### config.mk
export PLATFORM = sky130hd
export DESIGN_NAME = iq_ctl
export DESIGN_NICKNAME = d
export VERILOG_FILES = /design/src/rtl/iq_ctl.sv
export SDC_FILE = /design/constraint.sdc
export NUM_CORES = 1
export LEC_CHECK = 0
export ABC_AREA = 0
export CAP_MARGIN = 20
export CORE_AREA = 2 2 238 240
export CTS_CLUSTER_DIAMETER = 150
export DETAILED_ROUTE_END_ITERATION = 7
export DIE_AREA = 0 0 240 242
export GPL_ROUTABILITY_DRIVEN = 0
export GPL_TIMING_DRIVEN = 1
export PLACE_DENSITY = 0.57
export SYNTH_ARGS = -nofsm -noshare
export SYNTH_HDL_FRONTEND = slang
export SYNTH_SLANG_ARGS = --single-unit
### constraint.sdc
create_clock -name clock -period 17 [get_ports clock]
set_input_delay 2.55 -clock clock [delete_from_list [all_inputs] [get_ports clock]]
set_output_delay 2.55 -clock clock [all_outputs]
set_load 0.01 [all_outputs]
### src/rtl/iq_ctl.sv
// iq_ctl: sequencing controller for the fetch->issue instruction-queue circular buffer.
//   clock/reset_n                       : clock, synchronous active-low reset
//   fetch_valid/count/data, fetch_ready : fetch packet input (count = size-1) through a one-entry skid
//   issue_take, issue_valid, issue_data : issue grant interface (up to EXT_COUNT in-order slots)
//   flush_req                           : branch-redirect request (FLUSH then SQUASH_CYCLES of SQUASH)
//   buf_*                               : buffer insert/extract/flush ports
//   occupancy, stall_cnt, squash_cnt    : locally tracked fill level and saturating statistics
module iq_ctl #(
   parameter type T = integer,
   parameter int DEPTH = 16,
   parameter int INS_COUNT = 4,
   parameter int EXT_COUNT = 4,
   parameter int SQUASH_CYCLES = 2,
   parameter int CNT_W = 32,
   localparam int NW = $clog2(INS_COUNT),
   localparam int TW = $clog2(EXT_COUNT + 1),
   localparam int CW = $clog2(EXT_COUNT),
   localparam int OW = $clog2(DEPTH) + 1
) (
   input  logic             clock,
   input  logic             reset_n,
   input  logic             fetch_valid,
   input  logic [NW-1:0]    fetch_count,
   input  T                 fetch_data [INS_COUNT],
   output logic             fetch_ready,
   input  logic [TW-1:0]    issue_take,
   output logic [EXT_COUNT-1:0] issue_valid,
   output T                 issue_data [EXT_COUNT],
   input  logic             flush_req,
   output logic             buf_ins_enable,
   output logic [NW-1:0]    buf_new_count,
   output T                 buf_new_elements [INS_COUNT],
   output logic             buf_ext_enable,
   output logic [CW-1:0]    buf_ext_consumed,
   input  logic [EXT_COUNT-1:0] buf_ext_valid,
   input  T                 buf_out_elements [EXT_COUNT],
   output logic             buf_flush,
   output logic [OW-1:0]    occupancy,
   output logic [CNT_W-1:0] stall_cnt,
   output logic [CNT_W-1:0] squash_cnt
);
   typedef enum logic [1:0] {RUN, FLUSH, SQUASH} state_t;
   state_t state;
   logic skid_valid;
   logic [NW-1:0] skid_count;
   T skid_data [INS_COUNT];
   logic [3:0] sqcnt;
   logic run, from_fetch, pend_valid, can_ins, ins, found_gap;
   logic [NW-1:0] pend_n;
   logic [OW:0] need;
   logic [OW-1:0] ins_amt;
   logic [TW-1:0] k, take;
   always_comb begin
      run = reset_n && !flush_req && state == RUN;
      from_fetch = fetch_valid && !skid_valid;
      pend_valid = skid_valid || from_fetch;
      pend_n = skid_valid ? skid_count : fetch_count;
      // fill check ignores this cycle's extract: the buffer only sees freed slots next cycle
      need = (OW+1)'(occupancy) + (OW+1)'(pend_n) + (OW+1)'(1);
      can_ins = need <= (OW+1)'(DEPTH);
      ins = run && pend_valid && can_ins;
      ins_amt = ins ? OW'(pend_n) + OW'(1) : '0;
      // buffer valid flags survive its flush, so slots beyond our own count are stale
      k = '0;
      found_gap = 1'b0;
      for (int i = 0; i < EXT_COUNT; i++) begin
         if (!found_gap && buf_ext_valid[i] && OW'(i) < occupancy) k = k + TW'(1);
         else found_gap = 1'b1;
      end
      take = !run ? '0 : (issue_take < k ? issue_take : k);
      for (int i = 0; i < EXT_COUNT; i++) issue_valid[i] = run && TW'(i) < k;
      for (int i = 0; i < INS_COUNT; i++) buf_new_elements[i] = skid_valid ? skid_data[i] : fetch_data[i];
      for (int i = 0; i < EXT_COUNT; i++) issue_data[i] = buf_out_elements[i];
   end
   assign fetch_ready = state == RUN ? !skid_valid : state == SQUASH;
   assign buf_ins_enable = ins;
   assign buf_new_count = pend_n;
   assign buf_ext_enable = take != '0;
   assign buf_ext_consumed = CW'(take - TW'(1));
   assign buf_flush = reset_n && state == FLUSH;
   always_ff @(posedge clock) begin
      if (!reset_n) begin
         state <= RUN;
         skid_valid <= 1'b0;
         occupancy <= '0;
         sqcnt <= '0;
         stall_cnt <= '0;
         squash_cnt <= '0;
      end else if (flush_req) begin
         state <= FLUSH;
      end else begin
         case (state)
            RUN: begin
               occupancy <= occupancy + ins_amt - OW'(take);
               if (pend_valid && !can_ins) begin
                  stall_cnt <= stall_cnt + CNT_W'(~&stall_cnt);
                  if (from_fetch) begin
                     skid_valid <= 1'b1;
                     skid_count <= fetch_count;
                     skid_data <= fetch_data;
                  end
               end else if (ins && skid_valid) begin
                  skid_valid <= 1'b0;
               end
            end
            FLUSH: begin
               skid_valid <= 1'b0;
               occupancy <= '0;
               sqcnt <= 4'(SQUASH_CYCLES);
               state <= SQUASH;
            end
            default: begin
               if (fetch_valid) squash_cnt <= squash_cnt + CNT_W'(~&squash_cnt);
               sqcnt <= sqcnt - 4'd1;
               if (sqcnt == 4'd1) state <= RUN;
            end
         endcase
      end
   end
endmodule

Yosys cells after proc, flatten, opt, wreduce, memory -nomap -nowiden
Cells that the tools add are included.

storage, ports and cells
  word-level logic and storage cells = 113
  bits of input ports = 269
  output and inout port bits = 337
  bits in registers = 206

operators by class
  reduce and logical (&&, ||, !) cells = 44
  equal/unequal tests = 6
  $lt $le $gt $ge = 10
  bitwise gates (word level) = 4
  mux-type cells = 25
  add/sub/neg operators = 12

operator list
  kind                   number
  $mux W32               4
  $add A32 B1 Y32        2
  $reduce_and A32 Y1     2
  $logic_and A1 B1 Y1    19
  $mux W3                5
  $lt A1 B5 Y1 const A   2
  $lt A2 B5 Y1 const A   2
  $pmux W5 S2            1
  $mux W1                9
  $pmux W4 S2            1
  $reduce_and A2 Y1      4
  $logic_not A1 Y1       7
  $add A3 B1 Y3 const B  2
  $add A5 B2 Y6          1
  $add A6 B1 Y6 const B  1
  $le A6 B5 Y1 const B   1
  $lt A1 B3 Y1 const A   2
  $lt A2 B3 Y1 const A   2
  $mux W2                3
  $reduce_and A3 Y1      2
  $reduce_bool A3 Y1     2
  $add A5 B3 Y5          1
  $reduce_and A5 Y1      1
  $sub A5 B3 Y5          1
  19 further kinds       24

Logic depth before layout (Yosys ltp)
Gate-level depths: netlist of run 1.

  word-level depth = 18
  mapped depth = 26
  gate-level depth less buffers = 26

Worst setup path before layout of run 1
Ideal clock, no wire load.

  kind = input -> register
  from = input port fetch_count[1]
  to = register skid_valid
  stages = 8
  path buffers = 0
  data required time = 16.839 ns
  library setup time = 0.161 ns
  slack = -1.441 ns
  arrival time = 18.279 ns
  path through = mux2_2 > ha_1 > nor2b_1 > o31ai_1 > o22a_2 > nor2_1 > nor4b_1 > o21bai_1

between the ends
  word-level cells in the longest chain between the ends = 8
  elaborated cells between the ends (all ways) = 13
  those cells by class = add/sub (2); order compare (1); eq/ne (2); mux (3); reduce/logical (5)

RTL lines
  element                                                     line     RTL
  start, declared                                             23       input logic [NW-1:0] fetch_count,
  $mux W2 (*)                                                 57       pend_n = skid_valid ? skid_count : fetch_count;
  $add A5 B2 Y6 (*)                                           59       need = (OW+1)'(occupancy) + (OW+1)'(pend_n) + (OW+1)'(1);
  $add A6 B1 Y6 (*)                                           59
  $le A6 B5 Y1 (*)                                            60       can_ins = need <= (OW+1)'(DEPTH);
  $logic_not A1 Y1 or $logic_and A1 B1 Y1 (tied branches)     95, 61
  $logic_and A1 B1 Y1 (on tied branches)                      95, 102
  $ne A3 B1 Y1 (no line) (tied with other cells)              n/a
  $reduce_and A4 Y1 (no line) or $pmux W1 S2 (tied branches)  n/a
  end signal, assigned                                        98       skid_valid <= 1'b1;
  end signal, assigned                                        103      skid_valid <= 1'b0;
  end signal, assigned                                        107      skid_valid <= 1'b0;
  end, declared                                               44       logic skid_valid;

Mark *: on every way between the ends. The rest lies on a longest branch, timed or not.
A chain may end at the register's enable or synchronous reset.

Worst setup path in the final report of run 1
  from = input port buf_ext_valid[0]
  to = output port buf_ext_consumed[1]

between the ends
  word-level cells in the longest chain between the ends = 16
  elaborated cells between the ends (all ways) = 23
  those cells by class = add/sub (4); order compare (1); mux (9); reduce/logical (9)

RTL lines
  element                                                 line  RTL
  start, declared                                         35    input logic [EXT_COUNT-1:0] buf_ext_valid,
  $logic_and A1 B1 Y1 (*)                                 67    if (!found_gap && buf_ext_valid[i] && OW'(i) < occupancy) k = k + TW'(1);
  branches (longest 10 deep; another with $add A3 B1 Y3)  n/a
  $mux W3 (*)                                             67
  $lt A3 B3 Y1                                            70    take = !run ? '0 : (issue_take < k ? issue_take : k);
  $mux W3 (*) (2 in a row)                                70
  $sub A2 B1 Y2 (*)                                       79    assign buf_ext_consumed = CW'(take - TW'(1));
  end, declared                                           34    output logic [CW-1:0] buf_ext_consumed,

Every way passes the cells marked *.

==> results.md, run 1 <==
- Routed Antenna Nets: 0
- Post-synth EDFFs: 130
- Final period util: 54.2%
- Synth area leader: edfxtp_1
- WP data required: about 14 ns
- Syn_area_per_cell: around 12 µm²
- Vias: 7,993
- Internal Power: 0.00101 W
- Synthesis-stage register bit count: 206
- Chip Height: 242 µm
- Cell row count: 87
- Slew Viols, Final: 0
- Final hold violations: 0
- First-pass detailed-route iteration total: 4
- RSZ-0062 raised after global routing: false
- Sinks on Clock Net: 206
- Final clock skew: about 0.019 ns
- CTS max path bufs: 3
- Seq pwr share: 40.6%
- Full die area: 58,100 µm²
- # H-tree levels: 1
- Setup_tns: 0 ns
- Post-placement cell count: 1,899
- Area Overhead vs Synth: 39.5%
- Finished Layout Cells: 1,952
- IO Count: 606
- Comb pwr share: between 10% and 20%
- Setup crit end kind: primary output
- Hold WS: 0.492 ns
- Largest net degree at the start of global routing: 74
- CTS tree: done
- Hold Buf Count CTS: 0
- # diodes: 0
- Max Cap Violations: 0
- First-pass GRT wire length: 48.3 mm
- Net Sw Power: 0.000337 W
- Number of synthesis warnings: 0
- Slew at the pin closest to its max-slew limit: 0.882 ns
- Port Buffer Count: around 350
- Power per Cell Area: between 80 and 90 nW/µm²
- CTS buffer count: 29
- Hold WC Path Type: flip-flop to flip-flop
- Relative slew slack: just over 40%
- Worst Path Max Fanout: 10
- Dominant cells by area after synthesis: edfxtp_1 36%, dfxtp_1 14%, mux2_2 13%
- Final Routed Wirelength: 33.4 mm
- Initial antenna violation count: 0
- Initial Utilization: 19.6%
- Critical Path Start Type: input port
- Post-CTS sizing: 0
- Main synth FF type: edfxtp_1
- Grt total ovfl: 0
- Leak: ~5 nW
- Average wire per standard cell: 17.1 µm
- Sw frac: 24.9%
- Post-synth ARST share: 0%
- DRT iter0 DRCs: 352
- Fmax: 108 MHz
- Root Driver: clkbuf_16
- Seq/Total Area, Yosys: between 40 and 50%
- # nets final: ~1.5k
- Worst vdd ir: roughly 56 µV
- Final Cell Area: 15,300 µm²
- Die X: roughly 240 µm
- Final setup vio count: 0
- Clock Latency Late Sink: 0.55 ns
- Final Critical Period: 9.22 ns
- Post-CTS setup buffers: 0
- Unique masters post-synth: 66
- Synth top area share: 35.7%
- Kind of critical path: input port to primary output
- Mapped Cells: 949
- Net count after synthesis: around 1.2k
- Core area: 55,700 µm²
- Drc violations: 0
- CP arrival: 6.67 ns
- Layout cells sized above 1: between 10% and 20%
- Clock transition at the registers of the reported paths: 0.06 ns
- Status: finished clean
- Total Routing Usage GR: 10.6%
- Vias in the first global route: a little under 8k
- Vias per cell: 4.09
- Clock share of power: 43.2%
- DP HPWL: 24.8 mm
- Final core area utilization: 27.4%
- Placed instance area: between 10,000 and 15,000 µm²
- Mapped Area: 10,900 µm²
- Most frequent cells in the layout: 349 x clkdlybuf4s50_1, 131 x mux2_2, 130 x edfxtp_1
- Most common cell after layout, fill and taps aside: clkdlybuf4s50_1
## sequential cells by signal, indices dropped and copies added (netlist names)
signal / flops
stall_cnt: 32
skid_data: 128
squash_cnt: 32
sqcnt: 4
skid_count: 2
occupancy: 5
skid_valid: 1
state: 2
## cells in the mapped netlist (all sizes together) (4+ instances only)
cell type	instances
nor3	19
nand2	42
and2	6
ha	22
nor2	74
a21o	5
or4	4
nand4	16
nand2b	4
edfxtp	130
xnor2	31
a2111oi	6
nand3	18
and3	4
a211oi	6
clkbuf	27
buf	136
xor2	10
a31oi	5
o21ai	26
and4	7
mux2	131
dfxtp	76
inv	37
or3	23
mux2i	9
a21oi	37
## path summary, 6_finish.rpt
check,start,end,slack [ns],depth (start not counted)
worst max-delay path,buf_ext_valid[0],buf_ext_consumed[1],7.78,16
worst min-delay path,stall_cnt[30]$_SDFFE_PN0P_,stall_cnt[30]$_SDFFE_PN0P_,0.49,2
worst max register to register,occupancy[3]$_SDFFE_PN0P_,occupancy[4]$_SDFFE_PN0P_,11.43,23
worst min register to register,stall_cnt[30]$_SDFFE_PN0P_,stall_cnt[30]$_SDFFE_PN0P_,0.49,2
## routing by layer
metal  global-route usage, %  vias up  wire [µm]
met2                    18.1      418      15400
met1                    11.7     3785      13100
met5                   0.421        -         33
li1                        -     3743          -
met3                    5.23       45       4250
met4                    2.58        2        562
## worst max-delay path, cell delays in order
cell             delay, ns
clkdlybuf4s50_1       0.48
o31a_1                0.19
ha_1                  0.20
nand2_1               0.06
a31oi_1               0.57
a31oi_1               0.25
ha_1                  0.30
or4_1                 0.50
a21oi_1               0.12
mux2_2                0.18
o21ai_0               0.09
o31a_1                0.12
nand2b_1              0.17
ha_1                  0.31
inv_1                 0.05
clkdlybuf4s50_1       0.52
## area by class of cell
cell class	instances	area (µm²)
fill	5809	40500
sequential	206	5430
multi-input combinational	543	4260
timing repair buffer	357	3550
tap	756	946
clock buffer	38	821
inverter	37	139
clock inverter	15	111
## per-stage QoR
| step | power, W | setup slack, ns |
|---|---|---|
| floorplan | 0.000692 | 5.24 |
| global placement | 0.000777 | 8.00 |
| detailed placement | 0.000780 | 7.86 |
| CTS | 0.00138 | 7.84 |
| global route | 0.00141 | 7.56 |
| finish | 0.00135 | 7.78 |
## logic make-up (layout without fill, tap and decap cells)
logic type                 count (synthesis)  in the layout  synth area share (%)
muxes                                    140            140                  14.3
adders and majority gates                 25             25                  3.07
and+or+nand+nor                          231            231                  11.6
xor gates and xnor gates                  41             41                  3.28
AOI/OAI and AO/OA                        106            106                  6.55
DFF                                      206            206                  49.6
buffers and inverters                    200            447                  11.6
## power groups by stage
| stage | Combinational [W] | Sequential [W] | Clock [W] |
|---|---|---|---|
| after floorplan | 0.000134 | 0.000559 | 0 |
| after global routing | 0.000236 | 0.000550 | 0.000624 |
| after CTS | 0.000222 | 0.000549 | 0.000608 |
| final | 0.000219 | 0.000549 | 0.000584 |
| after detailed placement | 0.000221 | 0.000560 | 0 |
| after global placement | 0.000218 | 0.000559 | 0 |
(Power assumes the default switching activity.)
==> run 2, diff against run 1 <==
--- a/config.mk
+++ b/config.mk
@@ -7,10 +7,10 @@
 export LEC_CHECK = 0
 export ABC_AREA = 0
 export CAP_MARGIN = 20
-export CORE_AREA = 2 2 238 240
+export CORE_AREA = 2 2 235 237
 export CTS_CLUSTER_DIAMETER = 150
 export DETAILED_ROUTE_END_ITERATION = 7
-export DIE_AREA = 0 0 240 242
+export DIE_AREA = 0 0 237 239
 export GPL_ROUTABILITY_DRIVEN = 0
 export GPL_TIMING_DRIVEN = 1
 export PLACE_DENSITY = 0.57
==> constraint.sdc (replaced) <==
create_clock -name clock -period 9.52 [get_ports clock]
set_input_delay 1.428 -clock clock [delete_from_list [all_inputs] [get_ports clock]]
set_output_delay 1.428 -clock clock [all_outputs]
set_load 0.01 [all_outputs]
==> results.md, run 2 (same netlist as run 1, synthesis figures left out) <==
- Register bank with the most flops: skid_data
- Most frequent cells in the layout: 349 x clkdlybuf4s50_1, 131 x mux2_2, 130 x edfxtp_1
- Met1 Use GR: 12.8%
- Area Overhead vs Synth: 38.2%
- Max Cap Violations: 0
- Final Critical Period: approximately 7.0 ns
- DRT iter0 DRCs: roughly 260
- Power per Cell Area: roughly 160 nW/µm²
- Initial Utilization: a little over 20%
- Relative slew slack: 33.6%
- Chip Height: 239 µm
- Global-route track usage on met3: 4.01%
- Worst Min Path Start: stall_cnt[30]$_SDFFE_PN0P_
- Full die area: 56,600 µm²
- Total Routing Usage GR: about a tenth
- Reg-to-Reg Start: occupancy[3]$_SDFFE_PN0P_
- # H-tree levels: 1
- Crit path launch: buf_ext_valid[0]
- First-pass GRT wire length: 47.2 mm
- Tot Pwr: 0.00238 W
- Final hold violations: 0
- IO Count: 606
- Clock transition at the registers of the reported paths: 0.06 ns
- Vias in the first global route: roughly 7.8k
- Routed Antenna Nets: 0
- Final period util: 73.8%
- Vias per cell: 4.19
- Grt met2 use: 16.5%
- Largest net degree at the start of global routing: 74
- CTS max path bufs: 3
- DP HPWL: 22.7 mm
- RSZ-0062 raised after global routing: false
- CTS tree: done
- Hold Buf Count CTS: 0
- CTS buffer count: 26
- Final Routed Wirelength: roughly 31 mm
- Clock Latency Late Sink: 0.55 ns
- Setup crit end kind: primary output
- Vias: between 7k and 8k
- Layout cells sized above 1: 17.7%
- # diodes: 0
- Cell row count: 86
- Grt total ovfl: 0
- Core area: 54,300 µm²
- Final clock skew: roughly 0.0062 ns
- Post-placement cell count: 1,846
- WP data required: 8.09 ns
- # nets final: around 1.5k
- Hold WC Path Type: flip-flop to flip-flop
- Registers with the most flip-flops: skid_data x128, squash_cnt x32, stall_cnt x32
- Sinks on Clock Net: 206
- Worst Path Max Fanout: 10
- Critical Path Start Type: input port
- Root Driver: clkbuf_16
- Finished Layout Cells: 1,894
- Worst vdd ir: ~110 µV
- Drc violations: 0
- Average wire per standard cell: about 16 µm
- Die X: 237 µm
- Status: finished clean
- Post-CTS sizing: 0
- Slew at the pin closest to its max-slew limit: 0.995 ns
- Fmax: 142 MHz
- Initial antenna violation count: 0
- Most common cell after layout, fill and taps aside: clkdlybuf4s50_1
- Leak: 4.95 nW
- CP arrival: 5.60 ns
- Kind of critical path: input port to primary output
- Slew Viols, Final: 0
- Top Usage Layer GRT: met2
- Final setup vio count: 0
- Max reg flops: 128
- Setup_tns: 0 ns
- Post-CTS setup buffers: 0
- First-pass detailed-route iteration total: 6
- Hold WS: 0.489 ns
- Port Buffer Count: 349
-- run 2: layer usage --
metal,routed length [µm],vias up
met3,2900,51
li1,-,3736
met5,6,-
met2,14100,371
met4,905,2
met1,13200,3774
-- run 2: power breakdown --
group,internal [W],switching (W),total (W)
clock,0.000608,0.000407,0.00102
combinational,0.000213,0.000172,0.000385
sequential,0.000968,0.0000117,0.000979
-- run 2: area by class of cell --
class	instances	area [µm²]
Fill cell	5589	39200
Sequential cell	206	5430
Multi-Input combinational cell	543	4260
Timing Repair Buffer	356	3550
Tap cell	704	881
Clock buffer	29	662
Clock inverter	19	204
Inverter	37	139
-- run 2: worst paths after layout --
| check | cells past startpoint | slack, ns | end |
|---|---|---|---|
| setup reg to reg | 23 | 3.94 | occupancy[4]$_SDFFE_PN0P_ |
| hold reg to reg | 2 | 0.49 | stall_cnt[30]$_SDFFE_PN0P_ |
| hold / removal | 2 | 0.49 | stall_cnt[30]$_SDFFE_PN0P_ |
| setup / recovery | 16 | 2.49 | buf_ext_consumed[1] |
-- run 2: worst max-delay path: stages --
cell	delay, ns
clkdlybuf4s50_1	0.48
o31a_1	0.19
ha_1	0.18
nand2_1	0.06
a31oi_1	0.57
a31oi_1	0.22
ha_1	0.29
or4_1	0.52
a21oi_1	0.16
mux2_2	0.20
o21ai_0	0.10
o31a_1	0.13
nand2b_1	0.16
ha_1	0.31
inv_1	0.05
clkdlybuf4s50_1	0.53
-- run 2: per-stage QoR --
| step | instance area, µm² | util, % | worst slack, ns |
|---|---|---|---|
| 6_report | 15100 | 27.8 | 2.49 |
| 5_1_grt | 15100 | 27.8 | 2.20 |
| 4_1_cts | 15100 | 27.8 | 2.51 |
| 3_5_place_dp | 14300 | 26.2 | 2.53 |
| 3_3_place_gp | 14300 | 26.2 | 2.80 |
| 2_1_floorplan | 11000 | - | 1.99 |
